--- src/rtl/bcd_pkg.sv ---
// Shared types and helpers for the sequential BCD complementer.
package bcd_pkg;

  typedef enum logic [1:0] {IDLE, CALC, DONE} bcd_state_t;

  localparam logic [3:0] BCD_MAX = 4'd9;

  // Hex-capable 7-segment table, {g,f,e,d,c,b,a}
  function automatic logic [6:0] seg7(input logic [3:0] v);
    logic [6:0] s;
    case (v)
      4'h0: s = 7'h3F;
      4'h1: s = 7'h06;
      4'h2: s = 7'h5B;
      4'h3: s = 7'h4F;
      4'h4: s = 7'h66;
      4'h5: s = 7'h6D;
      4'h6: s = 7'h7D;
      4'h7: s = 7'h07;
      4'h8: s = 7'h7F;
      4'h9: s = 7'h6F;
      4'hA: s = 7'h77;
      4'hB: s = 7'h7C;
      4'hC: s = 7'h39;
      4'hD: s = 7'h5E;
      4'hE: s = 7'h79;
      default: s = 7'h71;
    endcase
    return s;
  endfunction

endpackage

--- src/rtl/bcd_digit_comp.sv ---
// One-digit complement step: r = 9 - d + carry_in, wrapping 10 to 0 with carry.
module bcd_digit_comp
  import bcd_pkg::*;
(
  input  logic [3:0] d,
  input  logic       carry_in,
  output logic [3:0] res,
  output logic       carry_out,
  output logic       bad
);

  logic [4:0] r;

  // Invalid digits force a zero result and kill the ripple carry
  always_comb begin
    r         = {1'b0, BCD_MAX} - {1'b0, d} + {4'b0, carry_in};
    bad       = (d > BCD_MAX);
    res       = 4'd0;
    carry_out = 1'b0;
    if (!bad) begin
      if (r == 5'd10) begin
        res       = 4'd0;
        carry_out = 1'b1;
      end else begin
        res       = r[3:0];
      end
    end
  end

endmodule

--- src/rtl/bcd_comp_seq.sv ---
// Sequential multi-digit 9's/10's complementer, one digit per clock LSD first,
// with per-digit 7-segment output of the last completed result.
module bcd_comp_seq
  import bcd_pkg::*;
#(
  parameter  int DIGITS = 8,
  localparam int IDX_W  = $clog2(DIGITS + 1)
) (
  input  logic                  hz100,
  input  logic                  reset,
  input  logic                  start,
  input  logic                  mode,
  input  logic                  blank_lz,
  input  logic [4*DIGITS-1:0]   din,
  output logic                  busy,
  output logic                  done,
  output logic [4*DIGITS-1:0]   dout,
  output logic                  cout,
  output logic                  err,
  output logic [7*DIGITS-1:0]   seg
);

  localparam logic [IDX_W-1:0] LAST = IDX_W'(DIGITS - 1);

  bcd_state_t                  state_q, state_d;
  logic [DIGITS-1:0][3:0]      opnd_q, opnd_d;
  logic [DIGITS-1:0][3:0]      res_q, res_d;
  logic [DIGITS-1:0][3:0]      dout_q, dout_d;
  logic [IDX_W-1:0]            idx_q, idx_d;
  logic                        carry_q, carry_d;
  logic                        cout_q, cout_d;
  logic                        err_q, err_d;
  logic                        done_q, done_d;

  logic [3:0]                  dig_cur;
  logic [3:0]                  dc_res;
  logic                        dc_cout;
  logic                        dc_bad;

  // Select the operand digit addressed by the current index
  always_comb begin
    dig_cur = 4'd0;
    for (int i = 0; i < DIGITS; i++)
      if (idx_q == IDX_W'(i)) dig_cur = opnd_q[i];
  end

  bcd_digit_comp u_digit (
    .d         (dig_cur),
    .carry_in  (carry_q),
    .res       (dc_res),
    .carry_out (dc_cout),
    .bad       (dc_bad)
  );

  // FSM and datapath next-state
  always_comb begin
    state_d = state_q;
    opnd_d  = opnd_q;
    res_d   = res_q;
    dout_d  = dout_q;
    idx_d   = idx_q;
    carry_d = carry_q;
    cout_d  = cout_q;
    err_d   = err_q;
    done_d  = 1'b0;
    case (state_q)
      IDLE: begin
        if (start) begin
          opnd_d  = din;
          carry_d = mode;
          idx_d   = '0;
          err_d   = 1'b0;
          state_d = CALC;
        end
      end
      CALC: begin
        carry_d = dc_cout;
        if (dc_bad) err_d = 1'b1;
        for (int i = 0; i < DIGITS; i++)
          if (idx_q == IDX_W'(i)) res_d[i] = dc_res;
        if (idx_q == LAST) state_d = DONE;
        else               idx_d   = idx_q + 1'b1;
      end
      DONE: begin
        // Publish the result; done is registered so it coincides with dout
        dout_d  = res_q;
        cout_d  = carry_q;
        done_d  = 1'b1;
        state_d = IDLE;
      end
      default: state_d = IDLE;
    endcase
  end

  // State registers, async active-low reset aborts any operation
  always_ff @(posedge hz100 or negedge reset) begin
    if (!reset) begin
      state_q <= IDLE;
      opnd_q  <= '0;
      res_q   <= '0;
      dout_q  <= '0;
      idx_q   <= '0;
      carry_q <= 1'b0;
      cout_q  <= 1'b0;
      err_q   <= 1'b0;
      done_q  <= 1'b0;
    end else begin
      state_q <= state_d;
      opnd_q  <= opnd_d;
      res_q   <= res_d;
      dout_q  <= dout_d;
      idx_q   <= idx_d;
      carry_q <= carry_d;
      cout_q  <= cout_d;
      err_q   <= err_d;
      done_q  <= done_d;
    end
  end

  assign busy = (state_q == CALC);
  assign done = done_q;
  assign dout = dout_q;
  assign cout = cout_q;
  assign err  = err_q;

  // Leading-zero mask, scanned from the MSD down; digit 0 is always shown
  logic [DIGITS-1:0] show;
  logic              seen;
  always_comb begin
    seen = 1'b0;
    show = '0;
    for (int k = DIGITS - 1; k >= 0; k--) begin
      seen    = seen | (dout_q[k] != 4'd0);
      show[k] = seen | ~blank_lz | (k == 0);
    end
  end

  for (genvar k = 0; k < DIGITS; k++) begin : g_seg
    assign seg[7*k +: 7] = show[k] ? seg7(dout_q[k]) : 7'b0;
  end

endmodule

--- config.mk ---
export PLATFORM = sky130hd
export DESIGN_NAME = bcd_comp_seq
export DESIGN_NICKNAME = d
export VERILOG_FILES = /design/src/rtl/bcd_pkg.sv /design/src/rtl/bcd_digit_comp.sv /design/src/rtl/bcd_comp_seq.sv
export SDC_FILE = /design/constraint.sdc
export NUM_CORES = 1
export LEC_CHECK = 0
export ABC_CLOCK_PERIOD_IN_PS = 3100
export CAP_MARGIN = 25
export CORE_UTILIZATION = 48
export CTS_CLUSTER_DIAMETER = 120
export DETAILED_ROUTE_END_ITERATION = 16
export GPL_TIMING_DRIVEN = 0
export PLACE_DENSITY = 0.78
export SLEW_MARGIN = 0
export SYNTH_ARGS = -nofsm -noshare
export SYNTH_HDL_FRONTEND = slang
export SYNTH_SLANG_ARGS = --single-unit
--- constraint.sdc ---
create_clock -name hz100 -period 3.1 [get_ports hz100]
set_clock_uncertainty 0.05 [all_clocks]
set_input_delay 0.465 -clock hz100 [delete_from_list [all_inputs] [get_ports hz100]]
set_output_delay 0.465 -clock hz100 [all_outputs]
set_load 0.01 [all_outputs]
# Yosys cells after proc, flatten, opt, wreduce, memory -nomap -nowiden
# Memories as Yosys holds them, arrays and structs flattened.
# Cells that the tools add are included.
# word_totals
ff_bits	106
rom_bits	896
in_bits	37
memories	8
# memory_table
memory	depth	width	rd	rd_ports_with_merged_regs	write_ports	line_no	text
(no name shown)	16	7	1	0	0	bcd_pkg.sv:11	case (v)
(no name shown)	16	7	1	0	0	bcd_pkg.sv:11	
(no name shown)	16	7	1	0	0	bcd_pkg.sv:11	
(no name shown)	16	7	1	0	0	bcd_pkg.sv:11	
(no name shown)	16	7	1	0	0	bcd_pkg.sv:11	
(no name shown)	16	7	1	0	0	bcd_pkg.sv:11	
2 more memories	-	-	-	-	-	-	
# classes
add_sub_neg	3
magnitude_cmp	1
eq_ne	14
mux	31
bitwise_logic	14
n_reduce_logical	23
# ops
op	count
2-to-1 mux 7 bit	7
2-to-1 mux 4 bit	12
nonzero test 4 bit	7
AND reduction 2 bit	11
== test 4 x 3 -> 1 bit, second input constant	4
bitwise OR 1 bit	13
== test 4 x 2 -> 1 bit, second input constant	2
case mux 4 bit (2 select lines)	1
2-to-1 mux 1 bit	6
AND reduction 3 bit	2
adder 5 x 1 -> 5 bit	1
== test 5 x 4 -> 1 bit, second input constant	1
subtractor 4 x 4 -> 5 bit, first input constant	1
adder 4 x 1 -> 4 bit, second input constant	1
== test 4 x 1 -> 1 bit, second input constant	1
> comparator 4 bit, second input constant	1
logical NOT 4 bit	1
2-to-1 mux 2 bit	2
inequality test 2 x 1 -> 1 bit, second input constant	2
inequality test 2 bit, second input constant	2
case mux 1 bit (2 select lines)	2
case mux 2 bit (2 select lines)	1
== test 2 x 1 -> 1 bit, second input constant	1
== test 2 bit, second input constant	1
other kinds (3)	3

# Longest topological paths before layout
# Gate-level depths: netlist of run 1.
# depth
depth_word	15
mapped_depth	17
ltp_nobuf	14

# Cells and area by module
# From an unflattened synthesis of run 1, not the netlist that was laid out.
# unflattened
hier_cells	661
area_unflattened_um2	6512.5
# modules_own_cells
mod	instances	cells_each	area_each_um2	seq_area_each_um2
bcd_comp_seq	1	646	6389.9	2652.5
bcd_digit_comp	1	15	122.6	0.0

# Worst setup path before layout of run 1
# Ideal clock, no wire load.
# synth_path
kind	flip-flop to flip-flop
start	reg idx_q[1]
end	reg res_q[3] in the netlist's numbering
arrival_ps	3030
required_time_ps	2909
slack_ps	-121
path_stages_with_launch	17
n_path_buf	3
period_less_slack_ps	3221
path_cell_list	dfrtp_1 > inv_1 > ha_1 > buf_2 > buf_2 > nor2b_1 > a22oi_1 > o21ai_0 > mux4_2 > nand2b_1 > ha_1 > inv_1 > ha_1 > clkbuf_1 > or3_1 > o2111ai_1 > o21ai_0
# synth_between
elab_chain_len	14
# synth_rtl
element	line_no	text
start, declared	bcd_comp_seq.sv:29	logic [IDX_W-1:0] idx_q, idx_d;
start signal, assigned	bcd_comp_seq.sv:112	idx_q <= idx_d;
logical NOT 4 bit	bcd_comp_seq.sv:44, bcd_comp_seq.sv:80	
2-to-1 mux 4 bit (8 in series)	bcd_comp_seq.sv:44	if (idx_q == IDX_W'(i)) dig_cur = opnd_q[i];
subtractor 4 x 4 -> 5 bit	bcd_digit_comp.sv:16	r = {1'b0, BCD_MAX} - {1'b0, d} + {4'b0, carry_in};
adder 5 x 1 -> 5 bit	bcd_digit_comp.sv:16	
== test 5 x 4 -> 1 bit	bcd_digit_comp.sv:21	if (r == 5'd10) begin
2-to-1 mux 4 bit	bcd_digit_comp.sv:21	
2-to-1 mux 4 bit	bcd_digit_comp.sv:20	if (!bad) begin
end signal, assigned	bcd_comp_seq.sv:110	res_q <= res_d;
end, declared	bcd_comp_seq.sv:27	logic [DIGITS-1:0][3:0] res_q, res_d;
# Several ways; a longest one is shown, not always the timed one.
# A chain may end at the register's enable or synchronous reset.

# Worst setup path after layout of run 1
# layout_path
start	reg dout_q (netlist bit dout[16])
end	out seg[10]
# layout_between
elab_chain_len	7
# layout_rtl
element	line_no	text
start, declared	bcd_comp_seq.sv:28	logic [DIGITS-1:0][3:0] dout_q, dout_d;
start signal, assigned	bcd_comp_seq.sv:111	dout_q <= dout_d;
nonzero test 4 bit	bcd_comp_seq.sv:133	seen = seen | (dout_q[k] != 4'd0);
bitwise OR 1 bit (4 in series)	bcd_comp_seq.sv:133	
bitwise OR 1 bit	bcd_comp_seq.sv:134	show[k] = seen | ~blank_lz | (k == 0);
2-to-1 mux 7 bit	bcd_comp_seq.sv:139	assign seg[7*k +: 7] = show[k] ? seg7(dout_q[k]) : 7'b0;
end, declared	bcd_comp_seq.sv:20	output logic [7*DIGITS-1:0] seg
# Every way passes these cells.

==> impl_metrics.env, run 1 <==
export IMPL_status="complete, but fails checks"
export IMPL_violations="setup timing"
export IMPL_worstPathMaxFanout=3
export IMPL_synth_most_common_cell="nand2_1"
export IMPL_p_sw_mw=4.59
export IMPL_peakVddDrop_v=0.000496
export IMPL_cp_start_kind="flip-flop"
export IMPL_path_class="reg -> out"
export IMPL_cpMostUsedCell="buf_4"
export IMPL_grt_max_degree=58
export IMPL_die_width_um=121
export IMPL_wl_per_cell_um=15.6
export IMPL_drtPass1Iterations=5
export IMPL_crit_chain="inv_2, ha_4, or4b_4, nor4b_4, buf_4, nand4_1, buf_4, a221oi_2, a21oi_1, buf_2"
export IMPL_vias_per_cell=5.61
export IMPL_power_mw=10.3
export IMPL_vias=6347
export IMPL_power_frac_clock_pct=11.0
export IMPL_ff2ff_setup_slack_ns=0.08
export IMPL_ys_warn_count=0
export IMPL_leakage_nw=3.95
export IMPL_p_comb_share_pct=64.7
export IMPL_wl_um=17700
export IMPL_seqPwrFrac_pct=24.3
export IMPL_final_nets=1028
export IMPL_ctsLongestPathBuffers=2
export IMPL_cp_end_kind="primary output"
export IMPL_setup_slack_ns=-0.149
export IMPL_startpoint="dout[16]"
export IMPL_rsz0062_at_grt="true"
export IMPL_synthArstFlopShare_pct=100
export IMPL_clock_fmax_mhz=308
export IMPL_finalSetupViolations=8
export IMPL_synth_edff_count=0
export IMPL_pre_cts_slack_ns=-0.592
export IMPL_ys_seq_area_share_pct=39.3
export IMPL_grt_overflow_total=0
export IMPL_layout_min_cycle_time_ns=3.25
export IMPL_power_density_nw_per_um2=1130
export IMPL_cpMaxStageDelayCell="or4b_4"
export IMPL_drc_errors=0
export IMPL_tns_ns=-0.525
export IMPL_cp_slowest_stage_delay_ns=0.48
export IMPL_synthTopCellsByCount="nand2_1 (181), dfrtp_1 (106), o21ai_0 (50)"
export IMPL_hold_viol=0
export IMPL_cts_sinks=106
export IMPL_crit_buf_inv=4
export IMPL_grt_usage_pct=24.0
export IMPL_cpLargestDelayFamily="simple AND/OR/NAND/NOR gates"
export IMPL_htreeDepth=3
export IMPL_max_slew_margin_rel_pct=50.8
export IMPL_p_sw_share_pct=44.5
export IMPL_yosysTopAreaCellShare_pct=39.3
export IMPL_place_area_sq_um=8280
export IMPL_dieArea_sq_um=14500
export IMPL_synth_fp_nets=850
export IMPL_ios=129
export IMPL_period_share_pct=105
export IMPL_grt_antenna_before_repair=0
export IMPL_tightest_slew_ns=0.738
export IMPL_fin_area_sq_um=9120
export IMPL_syn_inst=772
export IMPL_syn_area_per_cell_sq_um=8.74
export IMPL_cts_buffers=9
export IMPL_die_h_um=121
export IMPL_ys_flop_type="dfrtp_1"
export IMPL_cts_tree="done"
export IMPL_core_area_sq_um=13500
export IMPL_clkLatencyLatePin_ns=0.35
export IMPL_final_max_slew_violation_count=0
export IMPL_areaGrowthSynthToFinish_pct=35.2
export IMPL_final_cells=1131
export IMPL_hold_path_class="in -> async"
export IMPL_worstReg2RegStart="idx_q[1]"
export IMPL_rr_endpoint="carry_q"
export IMPL_synth_largest_area_cell="dfrtp_1"
export IMPL_clk_pin_slew_ns=0.07
export IMPL_antenna_cells=0
export IMPL_place_gp_congestion=0.886
export IMPL_rows=42
export IMPL_grt_pass1_vias=5774
export IMPL_ys_types=69
export IMPL_arrival_ns=2.73
export IMPL_cts_hold_fix_buffers=0
export IMPL_synth_area_sq_um=6750
export IMPL_hpwl_um=12200
export IMPL_rr_worst_depth=15
export IMPL_ys_seq_elements=106
export IMPL_drtIter0Drc=511
export IMPL_p_int_mw=5.73
export IMPL_cts_root_buffer="clkbuf_16"
export IMPL_dp_cells=1077
export IMPL_drv_cap=0
export IMPL_drive_above_1_share_pct=17.3
export IMPL_synthTopCellsByArea="dfrtp_1 (39%), nand2_1 (10%), ha_1 (7.6%)"
export IMPL_grt_first_pass_wirelength_um=28200
export IMPL_port_buffers=128
export IMPL_worstPathRequired_ns=2.58
export IMPL_start_util_pct=50.1
export IMPL_drtAntennaViolNets=0
==> flip-flops by register name, summed over array words and instances (netlist names) <==
name	count
opnd_q	32
dout	32
state_q	2
idx_q	4
res_q	32
carry_q	1
cout	1
err	1
done	1
==> layout by cell type (no fill, tap or decap), types with 6 or more instances in the layout <==
cell | netlist | final
a211oi_1 | 15 | 15
a21oi_1 | 46 | 42
a31oi_1 | 9 | 9
a41oi_1 | 7 | 7
buf_2 | 5 | 8
buf_4 | 1 | 44
buf_6 | 2 | 6
clkbuf_1 | 36 | 32
clkbuf_16 | 0 | 9
clkdlybuf4s50_1 | 0 | 102
dfrtp_1 | 106 | 101
dlygate4sd2_1 | 0 | 9
ha_1 | 41 | 32
ha_4 | 0 | 7
inv_1 | 48 | 40
inv_2 | 0 | 8
mux2_2 | 19 | 19
mux2i_1 | 11 | 11
nand2_1 | 181 | 179
nand2b_1 | 10 | 7
nand3b_1 | 6 | 6
nor2_1 | 42 | 39
nor2b_1 | 19 | 17
nor3_1 | 7 | 6
o21ai_0 | 50 | 37
o21ai_1 | 0 | 11
o31ai_1 | 11 | 11
o41ai_1 | 8 | 8
==> worst max path at each step <==
stage | to | slack (ns) | depth (start not counted)
6_report | seg[10] | -0.15 | 10
5_1_grt | seg[10] | -0.23 | 10
4_1_cts | seg[10] | -0.13 | 10
3_5_place_dp | res_q[27] | -0.59 | 16
3_3_place_gp | dout[24] | -2.36 | 1
2_1_floorplan | res_q[3] | 0.01 | 16
==> final cells by class <==
cell class,count,area (sq um)
clock buffer,10,229
timing repair buffer,174,1620
fill,1053,4330
buffer,42,193
tap,176,220
inverter,49,184
multi-input combinational,568,3950
clock inverter,6,65.1
sequential,106,2660
==> routing by layer <==
layer	up-vias	global-route usage [%]	share of wire, %
li1	3058	-	-
met1	3011	32.9	44
met2	259	40.0	49
met3	19	3.16	5.2
met4	0	6.71	1.2
met5	-	0	0
==> through the flow <==
stage | hold WS, ns | utilization, %
after floorplan | 0.119 | -
after global placement | 0.408 | 61.4
after detailed placement | 0.416 | 61.6
after CTS | 0.117 | 65.8
after global routing | 0.144 | 67.8
final | 0.0787 | 67.8
==> kinds of logic after synthesis <==
family | synth area share, %
mux | 6.86
buf+inv | 5.86
xor+xnor | 0.260
fa+ha+maj | 7.61
flops | 39.3
compound gates | 20.8
simple gates | 19.3
==> timing repair <==
| action | in CTS | in global routing |
|---|---|---|
| buffers inserted | 21 | 24 |
| pin swaps | 14 | 17 |
| gates resized for setup | 97 | 38 |
| endpoints found under the setup margin | 65 | 55 |
==> power groups by stage <==
stage | Combinational (mW) | Clock [mW] | Sequential (mW)
after global placement | 5.94 | 0 | 2.48
after floorplan | 3.72 | 0 | 2.44
after global routing | 7.26 | 1.21 | 2.58
final | 6.68 | 1.14 | 2.51
after detailed placement | 6.04 | 0 | 2.51
after CTS | 6.31 | 1.14 | 2.47
Note: power is estimated with default switching activity, not from simulation.
==> run 2, diff against run 1 <==
--- a/config.mk
+++ b/config.mk
@@ -11,6 +11,7 @@
 export CTS_CLUSTER_DIAMETER = 120
 export DETAILED_ROUTE_END_ITERATION = 16
 export GPL_TIMING_DRIVEN = 0
+export HOLD_SLACK_MARGIN = 0.02
 export PLACE_DENSITY = 0.78
 export SLEW_MARGIN = 0
 export SYNTH_ARGS = -nofsm -noshare
==> results of run 2 <==
No change in the layout: final DEF, timing and power equal those of run 1.
==> run 3, diff against run 2 <==
--- a/config.mk
+++ b/config.mk
@@ -5,14 +5,14 @@
 export SDC_FILE = /design/constraint.sdc
 export NUM_CORES = 1
 export LEC_CHECK = 0
-export ABC_CLOCK_PERIOD_IN_PS = 3100
+export ABC_CLOCK_PERIOD_IN_PS = 3200
 export CAP_MARGIN = 25
-export CORE_UTILIZATION = 48
+export CORE_UTILIZATION = 50
 export CTS_CLUSTER_DIAMETER = 120
 export DETAILED_ROUTE_END_ITERATION = 16
 export GPL_TIMING_DRIVEN = 0
 export HOLD_SLACK_MARGIN = 0.02
-export PLACE_DENSITY = 0.78
+export PLACE_DENSITY = 0.77
 export SLEW_MARGIN = 0
 export SYNTH_ARGS = -nofsm -noshare
 export SYNTH_HDL_FRONTEND = slang
==> constraint.sdc (replaced) <==
create_clock -name hz100 -period 3.2 [get_ports hz100]
set_clock_uncertainty 0.05 [all_clocks]
set_input_delay 0.48 -clock hz100 [delete_from_list [all_inputs] [get_ports hz100]]
set_output_delay 0.48 -clock hz100 [all_outputs]
set_load 0.01 [all_outputs]
==> impl_metrics.env, run 3 (synthesized netlist as in run 1, its figures left out) <==
export IMPL_die_width_um=118
export IMPL_layout_min_cycle_time_ns=3.30
export IMPL_max_slew_margin_rel_pct=50.6
export IMPL_rsz0062_at_grt="true"
export IMPL_leakage_nw=3.85
export IMPL_tightest_slew_ns=0.740
export IMPL_cp_start_kind="flip-flop"
export IMPL_grt_max_degree=66
export IMPL_hold_path_class="in -> async"
export IMPL_dieArea_sq_um=14000
export IMPL_seq_area_sq_um=2660
export IMPL_power_density_nw_per_um2=1100
export IMPL_clock_fmax_mhz=303
export IMPL_die_h_um=118
export IMPL_antenna_cells=0
export IMPL_dp_cells=1077
export IMPL_tns_ns=-0.160
export IMPL_setup_slack_ns=-0.0988
export IMPL_worstPathRequired_ns=2.67
export IMPL_cts_hold_fix_buffers=0
export IMPL_cts_root_buffer="clkbuf_16"
export IMPL_final_max_slew_violation_count=0
export IMPL_grt_usage_pct=24.8
export IMPL_cts_tree="done"
export IMPL_hpwl_um=11900
export IMPL_drive_above_1_share_pct=15.6
export IMPL_worstPathMaxFanout=4
export IMPL_clkLatencyLatePin_ns=0.35
export IMPL_ctsLongestPathBuffers=2
export IMPL_wl_per_cell_um=15.2
export IMPL_fillerInstances=1032
export IMPL_wl_um=16900
export IMPL_htreeDepth=3
export IMPL_final_nets=1009
export IMPL_place_area_sq_um=8280
export IMPL_period_share_pct=103
export IMPL_multiInputGateArea_sq_um=3930
export IMPL_startpoint="dout[17]"
export IMPL_grt_first_pass_wirelength_um=28400
export IMPL_status="complete, but fails checks"
export IMPL_layout_common_cells="nand2_1 (180), clkdlybuf4s50_1 (108), dfrtp_1 (100), a21oi_1 (46), nor2_1 (40)"
export IMPL_clk_pin_slew_ns=0.08
export IMPL_grt_antenna_before_repair=0
export IMPL_dr_max_layer_used="met4"
export IMPL_peakVddDrop_v=0.000535
export IMPL_vias=6138
export IMPL_wl_met2_um=8250
export IMPL_core_area_sq_um=13200
export IMPL_hold_viol=0
export IMPL_final_common_cell="nand2_1"
export IMPL_drc_errors=0
export IMPL_finish_utilization_pct=67.9
export IMPL_place_gp_congestion=0.865
export IMPL_wl_met3_um=744
export IMPL_ios=129
export IMPL_violations="setup timing"
export IMPL_drtIter0Drc=501
export IMPL_fin_area_sq_um=8950
export IMPL_finalSetupViolations=3
export IMPL_worstReg2RegStart="idx_q[0]"
export IMPL_grt_pass1_vias=5789
export IMPL_rows=42
export IMPL_cp_end_kind="primary output"
export IMPL_path_class="reg -> out"
export IMPL_drv_cap=0
export IMPL_start_util_pct=51.1
export IMPL_port_buffers=128
export IMPL_cts_buffers=9
export IMPL_wl_met1_um=7680
export IMPL_drtPass1Iterations=7
export IMPL_areaGrowthSynthToFinish_pct=32.7
export IMPL_vias_per_cell=5.52
export IMPL_cts_sinks=106
export IMPL_drtAntennaViolNets=0
export IMPL_grt_overflow_total=0
export IMPL_arrival_ns=2.77
export IMPL_final_cells=1112
==> run 3: worst max-delay path, stage by stage (launching register included) <==
cell      delay (ns)
dfrtp_1         0.39
inv_2           0.09
ha_4            0.13
or4b_4          0.48
nor4b_4         0.27
buf_4           0.18
nand4_1         0.24
buf_4           0.23
a221oi_2        0.20
a21oi_1         0.06
buf_2           0.15
==> run 3: timing repair <==
action,in CTS,in global routing
endpoints found under the setup margin,65,48
setup buffers,18,5
pin swaps,10,7
gates resized for setup,79,44
==> run 3: report_power, final <==
group | switching, mW | leakage, nW | total, mW | internal (mW)
logic | 3.40 | 2.39 | 6.30 | 2.90
registers | 0.492 | 1.31 | 2.43 | 1.94
clock network | 0.498 | 0.147 | 1.13 | 0.633
total | 4.39 | 3.85 | 9.86 | 5.47
==> run 3: cell type report <==
type                            count  share of cell area, %
Buffer                             45                   2.42
Clock inverter                      5                  0.671
Sequential cell                   106                   29.7
Inverter                           49                   2.08
Timing Repair Buffer              152                   16.1
Clock buffer                       11                   2.71
Multi-Input combinational cell    568                   43.9
Tap cell                          176                   2.46
==> run 3: layer usage <==
metal | global-route usage (%) | vias to the layer above
met3 | 2.70 | 23
met4 | 7.37 | 0
met2 | 41.2 | 206
met5 | 0 | -
met1 | 34.1 | 2883
li1 | - | 3026
==> run 3: through the flow <==
stage | power (mW) | setup WS (ns) | hold slack (ns)
3_3_place_gp | 8.15 | -2.31 | 0.407
5_1_grt | 10.6 | -0.192 | 0.108
6_report | 9.86 | -0.0988 | 0.0553
2_1_floorplan | 5.96 | 0.0372 | 0.134
3_5_place_dp | 8.26 | -0.685 | 0.411
4_1_cts | 9.65 | -0.0449 | 0.0811
==> run 3: worst paths after layout <==
| path | slack, ns | end | depth (start not counted) |
|---|---|---|---|
| max in group asynchronous | 2.33 | dout[24] | 2 |
| hold / removal | 0.06 | opnd_q[4] | 1 |
| hold reg to reg | 0.43 | opnd_q[5] | 2 |
| setup / recovery | -0.1 | seg[10] | 10 |
| setup reg to reg | 0.11 | res_q[15] | 14 |
| min in group hz100 | 0.43 | opnd_q[5] | 2 |
